### src/rtl/icache_fill_engine.sv
// Instruction-cache block fill engine: fetches a B-byte block one word at a time on a miss,
// then streams it as 64-bit replacement beats. Define ICACHE_FILL_PERF_CNT_EN for fill_count_o.
module icache_fill_engine #(
    parameter int unsigned B = 64
) (
    input  logic        clk_i,
    input  logic        reset_ni,
    input  logic        instr_miss_f_i,
    input  logic [31:0] pc_f_i,
    output logic        mem_req_o,
    output logic [31:0] mem_addr_o,
    input  logic        mem_gnt_i,
    input  logic        mem_rvalid_i,
    input  logic [31:0] mem_rdata_i,
    output logic        rep_ready_o,
    output logic [63:0] rep_word_o,
    output logic [31:0] fill_count_o
);

    localparam int unsigned Words = B / 4;
    localparam int unsigned Beats = B / 8;
    localparam int unsigned BLog  = $clog2(B);
    localparam int unsigned IdxW  = $clog2(Words);

    typedef enum logic [2:0] {StIdle, StReq, StWait, StStream, StDrain} state_e;

    state_e          state_q, state_d;
    logic [31:0]     base_q, base_d;
    logic [IdxW-1:0] idx_q, idx_d;
    logic            abort_q, abort_d;
    logic [31:0]     buffer_q [Words];
    logic            buf_we;
    logic            last_beat;
    logic [IdxW-1:0] lo_idx, hi_idx;
    logic [BLog-1:0] unused_pc_lsbs;

    assign unused_pc_lsbs = pc_f_i[BLog-1:0];
    assign last_beat      = (state_q == StStream) && (idx_q == IdxW'(Beats - 1));

    // idx_q doubles as the beat counter in StStream: it wraps to 0 after the last word.
    always_comb begin
        state_d     = state_q;
        base_d      = base_q;
        idx_d       = idx_q;
        abort_d     = abort_q;
        buf_we      = 1'b0;
        mem_req_o   = 1'b0;
        mem_addr_o  = 32'd0;
        rep_ready_o = 1'b0;
        rep_word_o  = 64'd0;
        lo_idx      = idx_q << 1;
        hi_idx      = lo_idx | IdxW'(1);

        unique case (state_q)
            StIdle: begin
                if (instr_miss_f_i) begin
                    base_d  = {pc_f_i[31:BLog], {BLog{1'b0}}};
                    idx_d   = '0;
                    abort_d = 1'b0;
                    state_d = StReq;
                end
            end
            StReq: begin
                mem_req_o  = 1'b1;
                mem_addr_o = base_q + {{(30 - IdxW){1'b0}}, idx_q, 2'b00};
                if (!instr_miss_f_i) abort_d = 1'b1;
                if (mem_gnt_i) state_d = StWait;
            end
            StWait: begin
                if (!instr_miss_f_i) abort_d = 1'b1;
                if (mem_rvalid_i) begin
                    // Data returned alongside (or after) an abort is dropped.
                    if (abort_d) begin
                        state_d = StDrain;
                    end else begin
                        buf_we  = 1'b1;
                        idx_d   = idx_q + IdxW'(1);
                        state_d = (idx_q == IdxW'(Words - 1)) ? StStream : StReq;
                    end
                end
            end
            StStream: begin
                rep_ready_o = 1'b1;
                rep_word_o  = {buffer_q[hi_idx], buffer_q[lo_idx]};
                idx_d       = idx_q + IdxW'(1);
                if (last_beat) state_d = StDrain;
            end
            StDrain: begin
                state_d = StIdle;
            end
            default: begin
                state_d = StIdle;
            end
        endcase
    end

    always_ff @(posedge clk_i) begin
        if (!reset_ni) begin
            state_q <= StIdle;
            base_q  <= 32'd0;
            idx_q   <= '0;
            abort_q <= 1'b0;
        end else begin
            state_q <= state_d;
            base_q  <= base_d;
            idx_q   <= idx_d;
            abort_q <= abort_d;
        end
    end

    always_ff @(posedge clk_i) begin
        if (buf_we) buffer_q[idx_q] <= mem_rdata_i;
    end

`ifdef ICACHE_FILL_PERF_CNT_EN
    logic [31:0] fill_count_q;

    always_ff @(posedge clk_i) begin
        if (!reset_ni) begin
            fill_count_q <= 32'd0;
        end else if (last_beat) begin
            fill_count_q <= fill_count_q + 32'd1;
        end
    end

    assign fill_count_o = fill_count_q;
`else
    assign fill_count_o = 32'd0;
`endif

endmodule

### config.mk
export PLATFORM = sky130hd
export DESIGN_NAME = icache_fill_engine
export DESIGN_NICKNAME = d
export VERILOG_FILES = /design/src/rtl/icache_fill_engine.sv
export SDC_FILE = /design/constraint.sdc
export NUM_CORES = 1
export LEC_CHECK = 0
export ABC_AREA = 0
export BUFFER_PORTS_ARGS = -buffer_cell sky130_fd_sc_hd__buf_2
export CORE_ASPECT_RATIO = 1.1
export CORE_UTILIZATION = 55
export DETAILED_ROUTE_END_ITERATION = 12
export PLACE_DENSITY_LB_ADDON = 0.3
export SKIP_CTS_REPAIR_TIMING = 1
export SKIP_LAST_GASP = 1
export SYNTH_ARGS = -nofsm -noshare
export SYNTH_HDL_FRONTEND = slang
export SYNTH_SLANG_ARGS = --single-unit
### constraint.sdc
create_clock -name clk_i -period 4.75 [get_ports clk_i]
set_input_delay 0.95 -clock clk_i [delete_from_list [all_inputs] [get_ports clk_i]]
set_output_delay 0.95 -clock clk_i [all_outputs]
set_load 0.005 [all_outputs]
==> results of run 1 <==
-- worst paths after layout --
| check | start | end | cells past startpoint |
|---|---|---|---|
| max | state_q[1] | rep_word_o[38] | 5 |
| min reg2reg | base_q[14] | base_q[14] | 2 |
| max reg2reg | state_q[1] | buffer_q[5][30] | 5 |
| min | base_q[14] | base_q[14] | 2 |
-- per-layer routing --
layer | wire, um | track usage (%)
met4 | 759 | 5.49
met3 | 2540 | 4.18
met5 | 14 | 0
met2 | 22000 | 37.8
met1 | 17300 | 29.6
-- where the power goes --
| part | total [mW] | switching (mW) | internal (mW) |
|---|---|---|---|
| sequential | 5.43 | 0.0692 | 5.36 |
| combinational | 0.987 | 0.534 | 0.453 |
| clock | 3.96 | 1.72 | 2.24 |
-- cell families after synthesis --
logic type | synth area share, %
other | 0.0175
flip-flops | 75.1
buffers and inverters | 2.76
multiplexers | 16.5
adder cells (fa/ha/maj) | 0.233
AO/OA/AOI/OAI | 1.24
AND/OR/NAND/NOR | 4.18
-- flip-flops by register name, indices dropped and copies added (netlist names), named ones only --
name and flops:
abort_q 1, base_q 26, idx_q 4, state_q 3, buffer_q 512
-- worst max-delay path: cells and delay by family (launching register included) --
kind          cells  cell delay [ps]
simple gates      3             1180
buf+inv           2              640
flops             1              510
-- cell type report --
| type | instances | area, um2 | area share (%) |
|---|---|---|---|
| clock buffer | 59 | 1310 | 5.33 |
| inverter | 10 | 37.5 | 0.153 |
| sequential | 549 | 16100 | 65.9 |
| clock inverter | 33 | 309 | 1.26 |
| tap | 500 | 626 | 2.55 |
| timing repair buffer | 194 | 1100 | 4.49 |
| multi-input combinational | 476 | 4990 | 20.4 |
-- placed cells by master, fill, tap and decap left out, types with 4 or more instances in the layout --
master and n:
inv_1 10, a21oi_1 33, clkinv_2 9, conb_1 34, o21ai_0 6, clkbuf_16 51
mux4_2 128, clkinv_1 13, dfxtp_1 34, clkbuf_1 8, mux2i_1 65, ha_1 4
nor3_2 5, nor2_4 12, nor2_1 69, buf_4 33, edfxtp_1 512, and2_1 29
nand2_1 63, nand2b_1 5, bufinv_16 5, buf_2 158
==> run metrics, run 1 <==
outcome completed; Worst setup EP type output port; Ports 199; commonest register cell after synthesis edfxtp_1; FFs w/ async S/R, synth 0%; Hold WS 449 ps; TritonCTS buffer count 51; antenna violations before repair 1; Max clock buf depth 3; sequential area share after synthesis 75.1%; GRT Total Usage 22.2%; Crit Path Class flip-flop to output port; Worst-path clk slew 60 ps; worst hold path class flip-flop to flip-flop; CP Cell Sequence nor2b_2, nand2_2, buf_4, nor2_1, buf_2; gpl congestion 0.759; RSZ-0062 raised after global routing false; Clock Tree Root clkbuf_16; Cell Rows 75; r2r setup slk 2040 ps; mean post-synth cell area 19.6 um2; Synth top cells by count edfxtp_1, mux4_2, nor2_1; maximum number of pins on one net before global-route repair 63; Yosys cell types 37; fin. max-slew vios 0; vias in the first global route 10842; CP max FO 34; Cell Area, Synth 21500 um2; dpl cells 1729; vias per inst 5.74; # H-tree levels 2; final hold violations 0; post-synthesis cell count 1094; Power Density 424 nW/um2; actual slew at the worst max-slew pin 1090 ps; Final Cell Area 24500 um2; VDD IR-drop max 256 uV; Syn-to-layout area delta 14.1%; Critical Path AT 2910 ps; Synth area leaders edfxtp_1, mux4_2, dfxtp_1; Final Power 10.4 mW; top-area cell type share of the netlist area 71.7%; DP Area 22900 um2; final setup margin 886 ps; First-pass DRT Iterations 7; dpl ws 1460 ps; Wirelength per Cell 23.4 um; global-route wire length before repair 64900 um; CTS tree built; Clock Latency Late Sink 580 ps; die width 190 um; core area 38300 um2; vias 10446; clock skew 14.7 ps; post-synth top area cell edfxtp_1; min Tclk post-route 3860 ps; LEAKAGE 8.02 nW; type of origin of the critical path flip-flop; share of layout cells above drive strength 1 31.8%; CTS sink count 549; die footprint 39800 um2; final core utilization 64.0%; final net count 1355; Critical Path RT 3800 ps; GR Overflow Total 0; Post-route DRC 0; DIE HEIGHT 209 um; FMAX 259 MHz; iteration-0 DRC count of the detailed router 909; synth warn 0; Slew HR 27.3%; fin cells 1821; Antenna Cells 0; EDFF count, synth 512; PortBufs 158; Synth Register Bits 549; number of fill cells 2618; setup_tns 0 ps; Critical Path Slowest Stage Cell nand2_2; Crit path largest cell delay 570 ps; post-DP HPWL 24600 um; initial core utilization 56.0%; Tcrit/Tclk final 81.3%; max_cap viols 0; WL final 42700 um; final setup violation count 0; antenna violation net count after detailed routing 0; top-count cell post-synth edfxtp_1
(Power assumes the default switching activity.)
==> inputs of run 2 (changes only) <==
==> constraint.sdc (replaced) <==
create_clock -name clk_i -period 3.7 [get_ports clk_i]
set_input_delay 0.74 -clock clk_i [delete_from_list [all_inputs] [get_ports clk_i]]
set_output_delay 0.74 -clock clk_i [all_outputs]
set_load 0.005 [all_outputs]
==> run metrics, run 2 (same netlist as run 1, synthesis figures left out) <==
Critical Path RT 2960 ps (was 3800 ps); type of origin of the critical path flip-flop (unchanged); min-delay src pc_f_i[15] (was base_q[14]); antenna violations before repair 1 (unchanged); Sw Ratio 22.1% (was 22.4%); worst hold path class input port to flip-flop (was flip-flop to flip-flop); actual slew at the worst max-slew pin 1050 ps (was 1090 ps); Post-route DRC 0 (unchanged); hold path endpoint base_q[15] (was base_q[14]); dpl ws 816 ps (was 1460 ps); Cell Rows 75 (unchanged); Syn-to-layout area delta 15.0% (was 14.1%); maximum number of pins on one net before global-route repair 52 (was 63); min Tclk post-route 3400 ps; reg2reg end buffer_q[11][0] (was buffer_q[5][30]); share of layout cells above drive strength 1 31.7% (was 31.8%); Clk network pwr share 38.6% (was 38.2%); GR Util met2 36.4% (was 37.8%); grt met3 use 3.96% (was 4.18%); Wirelength per Cell 23.2 um (was 23.4 um); Clock Tree Root clkbuf_16 (unchanged); gpl congestion 0.726 (was 0.759); Critical Path AT 2660 ps (was 2910 ps); launching point of the worst reg2reg path state_q[1] (unchanged); commonest non-fill, non-tap cells in the layout edfxtp_1, buf_2, mux4_2, nor2_1, mux2i_1 (unchanged); final setup margin 295 ps (was 886 ps); setup_tns 0 ps (unchanged); DP Area 23000 um2 (was 22900 um2); PortBufs 158 (unchanged); Antenna Cells 0 (unchanged); Ports 199 (unchanged); WL final 42400 um (was 42700 um); global-route wire length before repair 64600 um (was 64900 um); reg2reg path depth 5 (unchanged); iteration-0 DRC count of the detailed router 689 (was 909); GRT met1 Usage 30.3% (was 29.6%); die width 190 um (unchanged); FMAX 294 MHz; die footprint 39800 um2 (unchanged); Worst-path clk slew 60 ps (about the same); TritonCTS buffer count 53 (was 51); Tcrit/Tclk final 92.0%; outcome completed (unchanged); most common cell after layout, fill and taps aside edfxtp_1 (unchanged); # H-tree levels 2 (unchanged); Psw 2.97 mW (was 2.32 mW); antenna violation net count after detailed routing 0 (unchanged); Logic pwr share 9.6% (was 9.5%); initial core utilization 56.0% (unchanged); Critical Path Slowest Stage Cell dfxtp_4 (was nand2_2); core area 38300 um2 (unchanged); Top reg by flops buffer_q (unchanged); Reg power frac 51.9% (was 52.3%); r2r setup slk 1180 ps (was 2040 ps); top flop regs buffer_q (512), base_q (26), idx_q (4) (unchanged); Pint 10.5 mW (was 8.05 mW); final hold violations 0 (unchanged); Worst setup EP type output port (unchanged); First-pass DRT Iterations 4 (was 7); CP max FO 35 (was 34); VDD IR-drop max 422 uV (was 256 uV); Crit Path Class flip-flop to output port (unchanged); CTS tree built (unchanged); multi-input logic area 5010 um2 (was 4990 um2); Final Cell Area 24700 um2 (was 24500 um2); max_cap viols 0 (unchanged); clock skew 12.3 ps (was 14.7 ps); Crit path largest cell delay 600 ps (was 570 ps); Power Density 544 nW/um2 (was 424 nW/um2); fin. max-slew vios 0 (unchanged); CP Cell Sequence buf_12, mux4_2, mux2i_1, nor2_1, buf_2 (was nor2b_2, nand2_2, buf_4, nor2_1, buf_2); DIE HEIGHT 209 um (unchanged); Max clock buf depth 3 (unchanged); hold path cells 3 (was 2); post-DP HPWL 23600 um (was 24600 um); CTS sink count 549 (unchanged); vias in the first global route 10806 (was 10842); number of fill cells 2618 (unchanged); RSZ-0062 raised after global routing false (unchanged); GRT Total Usage 22.0% (was 22.2%); gr busiest metal met2 (unchanged); max FFs per register 512 (unchanged); Hold WS 411 ps (was 449 ps); final setup violation count 0 (unchanged); GR Overflow Total 0 (unchanged); Slew HR 29.7% (was 27.3%); vias per inst 5.76 (was 5.74); final net count 1357 (was 1355); Reg area 16100 um2 (unchanged); vias 10512 (was 10446); LEAKAGE 8.04 nW (was 8.02 nW); Clock Latency Late Sink 570 ps (was 580 ps)
-- run 2: final cells by class --
cell class                 instances  area share [%]
inverter                          10           0.152
sequential                       549            65.3
clock buffer                      72            5.83
tap                              500            2.53
timing repair buffer             194            4.96
clock inverter                    24           0.897
multi-input combinational        476            20.3
-- run 2: worst max path at each step --
stage	start	endpoint	slack, ps	cells past startpoint
after floorplan	instr_miss_f_i	buffer_q[10][0]	600	4
after global placement	flip-flop	rep_word_o[31]	820	5
after detailed placement	flip-flop	rep_word_o[31]	820	5
after CTS	flip-flop	rep_word_o[31]	210	5
after global routing	flip-flop	rep_word_o[6]	150	5
final	flip-flop	rep_word_o[6]	300	5
-- run 2: routing by layer --
layer,part of all wire [%],routed length (um)
met5,0.031,13
met4,2.1,897
met3,5.9,2490
met2,50,21300
met1,42,17700
-- run 2: critical path: cells and delay by family, from the launching register on --
family	cells	cell delay, ps
muxes	2	890
DFF	1	600
and+or+nand+nor	1	100
buffers and inverters	2	470
-- run 2: power groups by stage --
stage	Sequential, mW	Combinational (mW)	Clock, mW
after global routing	6.98	1.42	5.47
after global placement	7.09	1.28	0
final	6.97	1.28	5.18
after detailed placement	7.10	1.30	0
after CTS	6.97	1.31	5.24
after floorplan	7.04	0.998	0
-- run 2: through the flow --
stage | utilization [%] | power [mW] | cells
2_1_floorplan | - | 8.04 | 1127
5_1_grt | 64.5 | 13.9 | 1825
3_5_place_dp | 60.1 | 8.40 | 1729
3_3_place_gp | 60.1 | 8.37 | 1729
4_1_cts | 64.5 | 13.5 | 1825
6_report | 64.5 | 13.4 | 1825
==> inputs of run 3 (changes only) <==
==> constraint.sdc (replaced) <==
create_clock -name clk_i -period 3.2 [get_ports clk_i]
set_input_delay 0.64 -clock clk_i [delete_from_list [all_inputs] [get_ports clk_i]]
set_output_delay 0.64 -clock clk_i [all_outputs]
set_load 0.005 [all_outputs]
==> run metrics, run 3 (same netlist as run 1, synthesis figures left out) <==
outcome completed (unchanged); First-pass DRT Iterations 4 (unchanged); Syn-to-layout area delta 15.6% (was 15.0%); Power Density 623 nW/um2 (was 544 nW/um2); CTS tree built (unchanged); Final Power 15.5 mW (was 13.4 mW); final hold violations 0 (unchanged); vias in the first global route 10898 (was 10806); GRT Total Usage 22.0% (about the same); post-DP HPWL 23900 um (was 23600 um); Critical Path AT 2450 ps (was 2660 ps); Wirelength per Cell 23.2 um (about the same); die footprint 39800 um2 (unchanged); final setup violation count 0 (unchanged); maximum number of pins on one net before global-route repair 36 (was 52); setup_tns 0 ps (unchanged); TritonCTS buffer count 51 (was 53); GR Overflow Total 0 (unchanged); gpl congestion 0.755 (was 0.726); final core utilization 64.8% (was 64.5%); FMAX 324 MHz; LEAKAGE 8.09 nW (was 8.04 nW); final setup margin 114 ps (was 295 ps); Worst-path clk slew 60 ps (about the same); antenna violation net count after detailed routing 0 (unchanged); most common cell after layout, fill and taps aside edfxtp_1 (unchanged); die width 190 um (unchanged); commonest non-fill, non-tap cells in the layout edfxtp_1, buf_2, mux4_2, nor2_1, mux2i_1 (unchanged); core area 38300 um2 (unchanged); dpl ws 563 ps (was 816 ps); global-route wire length before repair 64400 um (was 64600 um); final net count 1363 (was 1357); hold path cells 3 (unchanged); Antenna Cells 0 (unchanged); CTS sink count 549 (unchanged); initial core utilization 56.0% (unchanged); min Tclk post-route 3090 ps; Post-route DRC 0 (unchanged); max FFs per register 512 (unchanged); Cell Rows 75 (unchanged); Clock Tree Root clkbuf_16 (unchanged); type of origin of the critical path flip-flop (unchanged); worst hold path class input port to flip-flop (unchanged); Slew HR 41.8% (was 29.7%); VDD IR-drop max 487 uV (was 422 uV); Clock Latency Late Sink 580 ps (was 570 ps); fin. max-slew vios 0 (unchanged); antenna violations before repair 1 (unchanged); Critical Path RT 2560 ps (was 2960 ps); Top reg by flops buffer_q (unchanged); PortBufs 158 (unchanged); clock skew 17.8 ps (was 12.3 ps); vias per inst 5.76 (about the same); max_cap viols 0 (unchanged); vias 10553 (was 10512); share of layout cells above drive strength 1 32.1% (was 31.7%); # H-tree levels 2 (unchanged); DIE HEIGHT 209 um (unchanged); Tcrit/Tclk final 96.5%; CP max FO 33 (was 35); Max clock buf depth 3 (unchanged); iteration-0 DRC count of the detailed router 769 (was 689); top flop regs buffer_q (512), base_q (26), idx_q (4) (unchanged); reg2reg path depth 5 (unchanged); WL final 42500 um (was 42400 um); actual slew at the worst max-slew pin 873 ps (was 1050 ps); dpl cells 1731 (was 1729); Ports 199 (unchanged); Crit Path Class flip-flop to output port (unchanged); Worst setup EP type output port (unchanged); fin cells 1833 (was 1825)
run 3: per-layer routing:
metal	routed length [um]	global-route usage [%]	vias up
li1	-	-	4663
met1	17200	29.6	5426
met2	21700	36.9	395
met3	2670	3.85	67
met4	878	6.81	2
met5	13	0	-
run 3: final timing paths:
check	start	endpoint	slack [ps]
setup reg to reg	state_q[1]	buffer_q[5][14]	840
hold / removal	pc_f_i[17]	base_q[17]	290
setup / recovery	flip-flop	rep_word_o[63]	110
hold reg to reg	base_q[30]	base_q[30]	450
run 3: report_power, final:
group	internal [mW]	switching, mW	leakage, nW
registers	7.95	0.0944	4.91
logic	0.712	0.816	2.38
clock network	3.35	2.54	0.804
total	12.0	3.45	8.09
run 3: worst max-delay path, cell delays in order (launching register included):
cell	delay, ps
dfxtp_4	490
buf_12	310
mux4_2	540
mux2i_1	240
nor2_1	120
buf_2	160
run 3: area by class of cell:
class / count / area, um2
clock buffers: 65 / 1360
clock inverters: 31 / 279
fillers: 2578 / 13500
inverters: 10 / 41.3
multi-input cells: 476 / 5010
flip-flops and latches: 549 / 16100
well taps: 500 / 626
repair buffers: 202 / 1370
run 3: per-stage QoR:
| step | instance area, um2 | hold WS [ps] |
|---|---|---|
| finish | 24800 | 290 |
| global route | 24800 | 281 |
| CTS | 24800 | 266 |
| detailed placement | 23100 | 442 |
| global placement | 23100 | 438 |
| floorplan | 21600 | 432 |
